===== src/rtl/music_beat_player.sv =====
// music_beat_player
//   Song sequencer and square-wave tone synthesiser. Steps a beat index
//   through a combinational song ROM at a fixed quarter-beat rate. Each tone
//   (Hz) is turned into a signed square-wave PCM stream by a phase
//   accumulator.
//
// Ports
//   clk          system clock
//   rst          asynchronous reset, active-high
//   play         level: 1 = run, 0 = pause (hold position)
//   stop         pulse: return to beat 0 and go idle (wins over play)
//   loop_en      1 = wrap to beat 0 after LAST_BEAT, 0 = finish
//   tone         tone (Hz) from the song ROM for beat_num
//   beat_num     beat index to the song ROM
//   audio_sample signed PCM: +VOLUME, -VOLUME or 0
//   playing      1 while in PLAY
//   song_done    one-cycle pulse when LAST_BEAT completes
//
// state   | meaning
// --------+------------------------------------------------------------
// S_IDLE  | stopped; timer/accumulator/square held at 0
// S_PLAY  | beat timer and phase accumulator running, audio driven
// S_PAUSE | everything frozen, audio 0
// S_DONE  | song finished without looping; waits for play to drop
module music_beat_player #(
  parameter int unsigned       CLK_FREQ    = 100_000_000,
  parameter int unsigned       BEAT_FREQ   = 8,
  parameter int unsigned       LAST_BEAT   = 231,
  parameter int unsigned       SILENCE_THR = 20000,
  parameter logic signed [15:0] VOLUME     = 16'sh1FFF
) (
  input  logic               clk,
  input  logic               rst,
  input  logic               play,
  input  logic               stop,
  input  logic               loop_en,
  input  logic [31:0]        tone,
  output logic [7:0]         beat_num,
  output logic signed [15:0] audio_sample,
  output logic               playing,
  output logic               song_done
);

  localparam int unsigned BEAT_TICKS = CLK_FREQ / BEAT_FREQ;
  localparam int          TW         = (BEAT_TICKS > 1) ? $clog2(BEAT_TICKS) : 1;
  localparam logic [TW-1:0] TIMER_TC = TW'(BEAT_TICKS - 1);
  localparam logic [32:0] ACC_WRAP   = 33'(CLK_FREQ);
  localparam logic [7:0]  LAST       = 8'(LAST_BEAT);
  localparam logic [31:0] THR        = 32'(SILENCE_THR);

  typedef enum logic [1:0] {
    S_IDLE  = 2'd0,
    S_PLAY  = 2'd1,
    S_PAUSE = 2'd2,
    S_DONE  = 2'd3
  } state_t;

  state_t             state_q, state_d;
  logic [TW-1:0]      timer_q, timer_d;
  logic [7:0]         beat_q, beat_d;
  logic [31:0]        tone_q, tone_d;
  logic               cap_q, cap_d;
  logic [32:0]        acc_q, acc_d;
  logic               square_q, square_d;
  logic signed [15:0] audio_q, audio_d;
  logic               playing_q, playing_d;
  logic               done_q, done_d;

  logic               is_rest;
  logic               terminal;
  logic [32:0]        acc_sum;

  always_comb begin
    state_d   = state_q;
    timer_d   = timer_q;
    beat_d    = beat_q;
    tone_d    = tone_q;
    cap_d     = 1'b0;
    acc_d     = acc_q;
    square_d  = square_q;
    audio_d   = '0;
    done_d    = 1'b0;

    is_rest  = (tone_q >= THR);
    terminal = (timer_q == TIMER_TC);
    // Adding 2*tone per clock and wrapping at CLK_FREQ toggles the square
    // 2*tone times a second, i.e. a full period at tone Hz.
    acc_sum  = acc_q + {tone_q, 1'b0};

    // The ROM is combinational; take the tone one cycle after beat_num moved.
    if (cap_q) begin
      tone_d = tone;
    end

    if (stop) begin
      state_d  = S_IDLE;
      timer_d  = '0;
      beat_d   = '0;
      acc_d    = '0;
      square_d = 1'b0;
    end else begin
      case (state_q)
        S_IDLE: begin
          timer_d  = '0;
          acc_d    = '0;
          square_d = 1'b0;
          if (play) begin
            state_d = S_PLAY;
            tone_d  = tone;
          end
        end
        S_PLAY: begin
          if (is_rest) begin
            acc_d = '0;
          end else begin
            audio_d = square_q ? VOLUME : -VOLUME;
            if (acc_sum >= ACC_WRAP) begin
              acc_d    = acc_sum - ACC_WRAP;
              square_d = ~square_q;
            end else begin
              acc_d = acc_sum;
            end
          end

          if (terminal) begin
            timer_d = '0;
            if (beat_q == LAST) begin
              done_d = 1'b1;
              if (loop_en) begin
                beat_d = '0;
                cap_d  = 1'b1;
              end else begin
                state_d = S_DONE;
              end
            end else begin
              beat_d = beat_q + 8'd1;
              cap_d  = 1'b1;
            end
          end else begin
            timer_d = timer_q + TW'(1);
          end

          if (state_d == S_PLAY && !play) begin
            state_d = S_PAUSE;
          end
        end
        S_PAUSE: begin
          if (play) begin
            state_d = S_PLAY;
          end
        end
        S_DONE: begin
          timer_d = '0;
          // Holding play must not restart the song.
          if (!play) begin
            state_d = S_IDLE;
          end
        end
        default: state_d = S_IDLE;
      endcase
    end

    playing_d = (state_d == S_PLAY);
  end

  always_ff @(posedge clk or posedge rst) begin
    if (rst) begin
      state_q   <= S_IDLE;
      timer_q   <= '0;
      beat_q    <= '0;
      tone_q    <= '0;
      cap_q     <= 1'b0;
      acc_q     <= '0;
      square_q  <= 1'b0;
      audio_q   <= '0;
      playing_q <= 1'b0;
      done_q    <= 1'b0;
    end else begin
      state_q   <= state_d;
      timer_q   <= timer_d;
      beat_q    <= beat_d;
      tone_q    <= tone_d;
      cap_q     <= cap_d;
      acc_q     <= acc_d;
      square_q  <= square_d;
      audio_q   <= audio_d;
      playing_q <= playing_d;
      done_q    <= done_d;
    end
  end

  assign beat_num     = beat_q;
  assign audio_sample = audio_q;
  assign playing      = playing_q;
  assign song_done    = done_q;

endmodule

===== config.mk =====
export PLATFORM = sky130hd
export DESIGN_NAME = music_beat_player
export DESIGN_NICKNAME = d
export VERILOG_FILES = /design/src/rtl/music_beat_player.sv
export SDC_FILE = /design/constraint.sdc
export NUM_CORES = 1
export LEC_CHECK = 0
export ABC_CLOCK_PERIOD_IN_PS = 5250
export CAP_MARGIN = 10
export CELL_PAD_IN_SITES_DETAIL_PLACEMENT = 1
export CELL_PAD_IN_SITES_GLOBAL_PLACEMENT = 1
export CORE_UTILIZATION = 25
export DETAILED_ROUTE_END_ITERATION = 8
export HOLD_SLACK_MARGIN = 0.03
export PLACE_DENSITY = 0.58
export SYNTH_ARGS = -nofsm -noshare
export SYNTH_HDL_FRONTEND = slang
export SYNTH_SLANG_ARGS = --single-unit

===== constraint.sdc =====
create_clock -name clk -period 5.25 [get_ports clk]
set_clock_uncertainty 0.2 [all_clocks]
set_input_delay 0.525 -clock clk [delete_from_list [all_inputs] [get_ports clk]]
set_output_delay 0.525 -clock clk [all_outputs]
set_load 0.01 [all_outputs]

Word level (Yosys, flattened, before mapping)
Index checks and enable logic that the tools add are counted.
{"block": "op_classes", "addsub": 4, "n_mul": 0, "div": 0, "magnitude_cmp": 2, "eq_ne": 10, "n_shift": 0, "muxes": 43, "n_bitwise": 1, "reduce_logical": 11}
{"cell": "$mux 32", "n": 4}
{"cell": "$mux 33", "n": 3}
{"cell": "$pmux 33 s2", "n": 1}
{"cell": "$mux 16", "n": 4}
{"cell": "$mux 24", "n": 2}
{"cell": "$pmux 24 s2", "n": 1}
{"cell": "$mux 8", "n": 5}
{"cell": "$add 33x33->33", "n": 1}
{"cell": "$ge 33x27->1 const B", "n": 1}
{"cell": "$sub 33x27->33 const B", "n": 1}
{"cell": "$ge 32x15->1 const B", "n": 1}
{"cell": "$add 24x1->24 const B", "n": 1}
{"cell": "$eq 24x24->1 const B", "n": 1}
{"cell": "$mux 2", "n": 9}
{"cell": "$mux 1", "n": 12}
{"cell": "$ne 3x3->1 const B", "n": 3}
{"cell": "$add 8x1->8 const B", "n": 1}
{"cell": "$eq 8x8->1 const B", "n": 1}
{"cell": "$eq 2x1->1 const B", "n": 3}
{"cell": "$pmux 2 s3", "n": 1}
{"cell": "$reduce_and 3->1", "n": 2}
{"cell": "$reduce_bool 3->1", "n": 2}
{"cell": "$eq 2x2->1 const B", "n": 2}
{"cell": "$reduce_bool 2->1", "n": 2}
{"cell": "other kinds (6)", "n": 7}
{"block": "word_totals", "reg_bits": 119, "latchBits": 0, "ramBits": 0, "mem_bits_ro": 0, "input_bits": 37, "out_inout_bits": 26, "wordCells": 81, "memories": 0}

Longest topological paths before layout
{"block": "depth", "ltp_word": 11, "ltp_mapped": 15, "ltp_nobuf": 14}

Worst setup path before layout
OpenSTA, ideal clock, no wires.
{"block": "synth_timing", "kind": "register to register", "from": "reg tone_q[0]", "to": "reg square_q", "setup_time_ns": 0.132, "t_arrival_ns": 3.652, "required_time_ns": 4.918, "path_slack_ns": 1.266, "stages_incl_launch_ff": 15, "synth_period_minus_slack_ns": 3.984, "path_cell_list": "dfrtp_1 > ha_1 > fa_1 > a21o_1 > a221o_1 > a31oi_4 > a211oi_1 > a2111oi_4 > nand2_2 > or4b_4 > a21o_4 > buf_2 > a21boi_1 > mux2i_1 > nor2_1"}
{"block": "synth_via", "elab_chain_len": 4}
{"item": "start, declared", "line": "61", "text": "logic [31:0] tone_q, tone_d;"}
{"item": "start signal, assigned", "line": "182", "text": "tone_q <= tone_d;"}
{"item": "$add 33x33->33", "line": "88", "text": "acc_sum = acc_q + {tone_q, 1'b0};"}
{"item": "$ge 33x27->1", "line": "117", "text": "if (acc_sum >= ACC_WRAP) begin"}
{"item": "$ne 3x3->1 (no source line)"}
{"item": "$reduce_and 3->1 (no source line) (*)"}
{"item": "end signal, assigned", "line": "185", "text": "square_q <= square_d;"}
{"item": "end, declared", "line": "64", "text": "logic square_q, square_d;"}
Every way passes the cells marked *; elsewhere a longest branch is shown, timed or not.
A chain may end at the register's enable or synchronous reset.

Worst setup path after layout
{"block": "layout_timing", "from": "reg tone_q[8]", "to": "reg acc_q[9]"}
{"block": "layout_via", "elab_chain_len": 6}
{"item": "$add 33x33->33", "line": "88"}
{"item": "$sub 33x27->33 / $ge 33x27->1 (equally long branches)", "line": "118, 117"}
{"item": "$mux 33", "line": "117"}
{"item": "$mux 33 (*)", "line": "113", "text": "if (is_rest) begin"}
{"item": "$pmux 33 s2 (*)", "line": "102", "text": "case (state_q)"}
{"item": "$mux 33 (*)", "line": "95", "text": "if (stop) begin"}
{"item": "end signal, assigned", "line": "173", "text": "acc_q <= '0;"}
{"item": "end signal, assigned", "line": "184", "text": "acc_q <= acc_d;"}
{"item": "end, declared", "line": "63", "text": "logic [32:0] acc_q, acc_d;"}
Marked as above.

==> results.json <==
{
  "fillCellCount": 3334,
  "placed_area_sq_um": 8222,
  "wire_per_inst_um": 17.53,
  "status": "finished clean",
  "post-route-period-util_pct": 91.11,
  "syn_nets": 894,
  "vias": 6204,
  "end_kind": "flop",
  "cts_root_buf": "clkbuf_16",
  "crit_type": "flop to flop",
  "worstMarginPinSlew_ns": 1.121,
  "setup_viol": 0,
  "busiest_layer": "met2",
  "netlist_area_sq_um": 7268,
  "worstSetupStartpointType": "flop",
  "grt_usage_pct": 15.04,
  "multiInputGateArea_sq_um": 4367,
  "synth_area_per_cell_sq_um": 8.896,
  "cp.arrival_ns": 4.83,
  "antenna_found_initial": 0,
  "powerDensity_nw_per_um2": 306.1,
  "drive_gt1_share_pct": 8.265,
  "drtAntennaViolNets": 0,
  "clk_pin_slew_ns": 0.07,
  "grt_max_degree": 71,
  "rsz0062_at_grt": "false",
  "drc": 0,
  "final_common_cell": "dfrtp_1",
  "yosys_warnings": 0,
  "vias_per_cell": 4.991,
  "finalWirelength_um": 21790,
  "hold_ws_ns": 0.2620,
  "p_leak_nw": 3.449,
  "slew_violations": 0,
  "numCtsBuffers": 9,
  "first_pass_iters": 4,
  "row_count": 62,
  "syn_inst": 817,
  "dp_hpwl_um": 16570,
  "layout_min_cycle_time_ns": 4.783,
  "final-seq-area_sq_um": 2628,
  "insertion_delay_ns": 0.36,
  "tns_ns": 0,
  "critPathMaxFanout": 24,
  "synth-edff-count": 0,
  "grt_use_met1_pct": 20.38,
  "grt_pass1_wl_um": 35560,
  "port_buffers": 62,
  "finalNetCount": 931,
  "seq_area_frac_synth_pct": 36.15,
  "async_flop_share_pct": 100.0,
  "h-tree-depth": 3,
  "ctsHoldBuffers": 0,
  "met3_usage_pct": 2.277,
  "synth_seq_cells": 105,
  "ctsResizeCount": 0,
  "cts_tree": "yes",
  "worst-endpoint-required_ns": 5.29,
  "synthToLayoutAreaGrowth_pct": 16.87,
  "grt_use_met2_pct": 24.36,
  "clk_path_buf_depth": 2,
  "n_antenna_cell": 0,
  "hp-class": "flop to flop",
  "power_mw": 2.600,
  "cts.sinks": 105,
  "die_w_um": 172.5,
  "hold_violations": 0,
  "cts_setup_buffers": 0,
  "final_cell_area_sq_um": 8494,
  "grt_pass1_vias": 6288,
  "grt.overflow.total": 0,
  "drtIter0Drc": 313,
  "core_area_sq_um": 28630,
  "max_cap_violations": 0,
  "io_pins": 63,
  "relSlewSlack_pct": 24.89,
  "initial_core_util_pct": 25.39,
  "clock.fmax_mhz": 209.1,
  "synth_cell_types": 68,
  "max-vdd-ir-drop_mv": 0.1232,
  "gp_congestion": 0.8912,
  "synth_top_flop_cell": "dfrtp_1",
  "mostFrequentLayoutCells": "dfrtp_1 (105), nand2_1 (80), nor2_1 (71)",
  "die_area_sq_um": 29760,
  "die_h_um": 172.5
}
[synthesized netlist by cell type (4+ instances only)]
cell	instances	share of area, %
dfrtp_1	105	36
and4_1	4	0.48
nor2b_1	6	0.52
nand4_1	16	1.4
a21oi_1	53	3.6
nand2_1	80	4.1
xor2_1	29	3.5
and2_1	8	0.69
xnor2_1	34	4.1
a31oi_1	5	0.43
mux2_2	33	5.1
a21o_1	13	1.3
mux2i_1	5	0.69
a221oi_1	5	0.60
buf_4	14	1.4
clkbuf_1	22	1.1
buf_2	7	0.48
nand3_1	30	2.1
a211oi_1	10	1.0
o211ai_1	5	0.52
nand2b_1	7	0.60
nor3_1	16	1.1
ha_1	39	6.7
a22o_1	8	0.96
o31ai_1	4	0.41
and3_1	16	1.4
nor2_1	71	3.7
o21bai_1	4	0.41
or4_1	4	0.41
inv_1	19	0.98
o21ai_1	30	2.1
or3_1	9	0.77
nor4_1	14	1.2
o21ai_0	42	2.9
o21a_1	6	0.62
[routing by layer]
layer,wire length [um],share of wire (%),vias to the layer above
li1,-,-,3030
met1,10570,49,3070
met2,10170,47,78
met3,586,2.7,26
met4,460,2.1,0
met5,0,0,-
[cell type report]
type                       instances  share of cell area (%)
clock buffer                      11                   2.740
clock inverter                     5                  0.4714
inverter                          19                  0.8691
multi-input combinational        650                   51.41
sequential                       105                   30.93
tap                              384                   5.656
timing repair buffer              69                   7.925
[final timing paths]
path	start	end	slack, ns	depth (start not counted)
worst max-delay path	tone_q[8]$_DFF_PP0_	acc_q[9]$_DFFE_PP0P_	0.47	12
worst min-delay path	square_q$_DFFE_PP0P_	audio_sample[14]$_DFF_PP0_	0.26	1
worst max register to register	tone_q[8]$_DFF_PP0_	acc_q[9]$_DFFE_PP0P_	0.47	12
worst min register to register	square_q$_DFFE_PP0P_	audio_sample[14]$_DFF_PP0_	0.26	1
max in group asynchronous	rst	acc_q[25]$_DFFE_PP0P_	3.24	3
min in group asynchronous	rst	timer_q[14]$_DFFE_PP0P_	0.53	2
[kinds of logic after synthesis]
group           share of synthesized area (%)
buf+inv                                 4.045
simple gates                            20.09
mux                                     5.801
flops                                   36.15
fa+ha+maj                               6.989
compound gates                          19.33
xor+xnor                                7.592
[worst max-delay path: stages (launching register included)]
cell and delay, ns:
dfrtp_1 0.42, ha_1 0.47, nand4_1 0.25, or3_1 0.46, a21o_1 0.25, a211oi_2 0.50
o21a_1 0.21, o2111ai_1 0.25, or4_1 0.55, nor2_4 0.54, nand2_1 0.20, mux2i_1 0.16
a22o_1 0.21
[registers in the layout, summed over array words and instances, names as in the netlist]
name	cells
playing	1
tone_q	32
acc_q	32
timer_q	24
audio_sample	3
cap_q	1
state_q	2
beat_num	8
square_q	1
song_done	1
[where the power goes]
part	switching, mW	internal, mW
clock network	0.333	0.327
logic	0.575	0.388
registers	0.0874	0.889
[stage by stage]
stage | utilization, % | std cells | setup slack, ns
detailed placement | 28.72 | 1227 | 0.5166
global route | 29.67 | 1243 | 0.1784
global placement | 28.72 | 1227 | 0.5677
finish | 29.67 | 1243 | 0.4666
CTS | 29.67 | 1243 | 0.4783
floorplan | - | 817 | 1.266
Power figures use the tool's default switching activity.
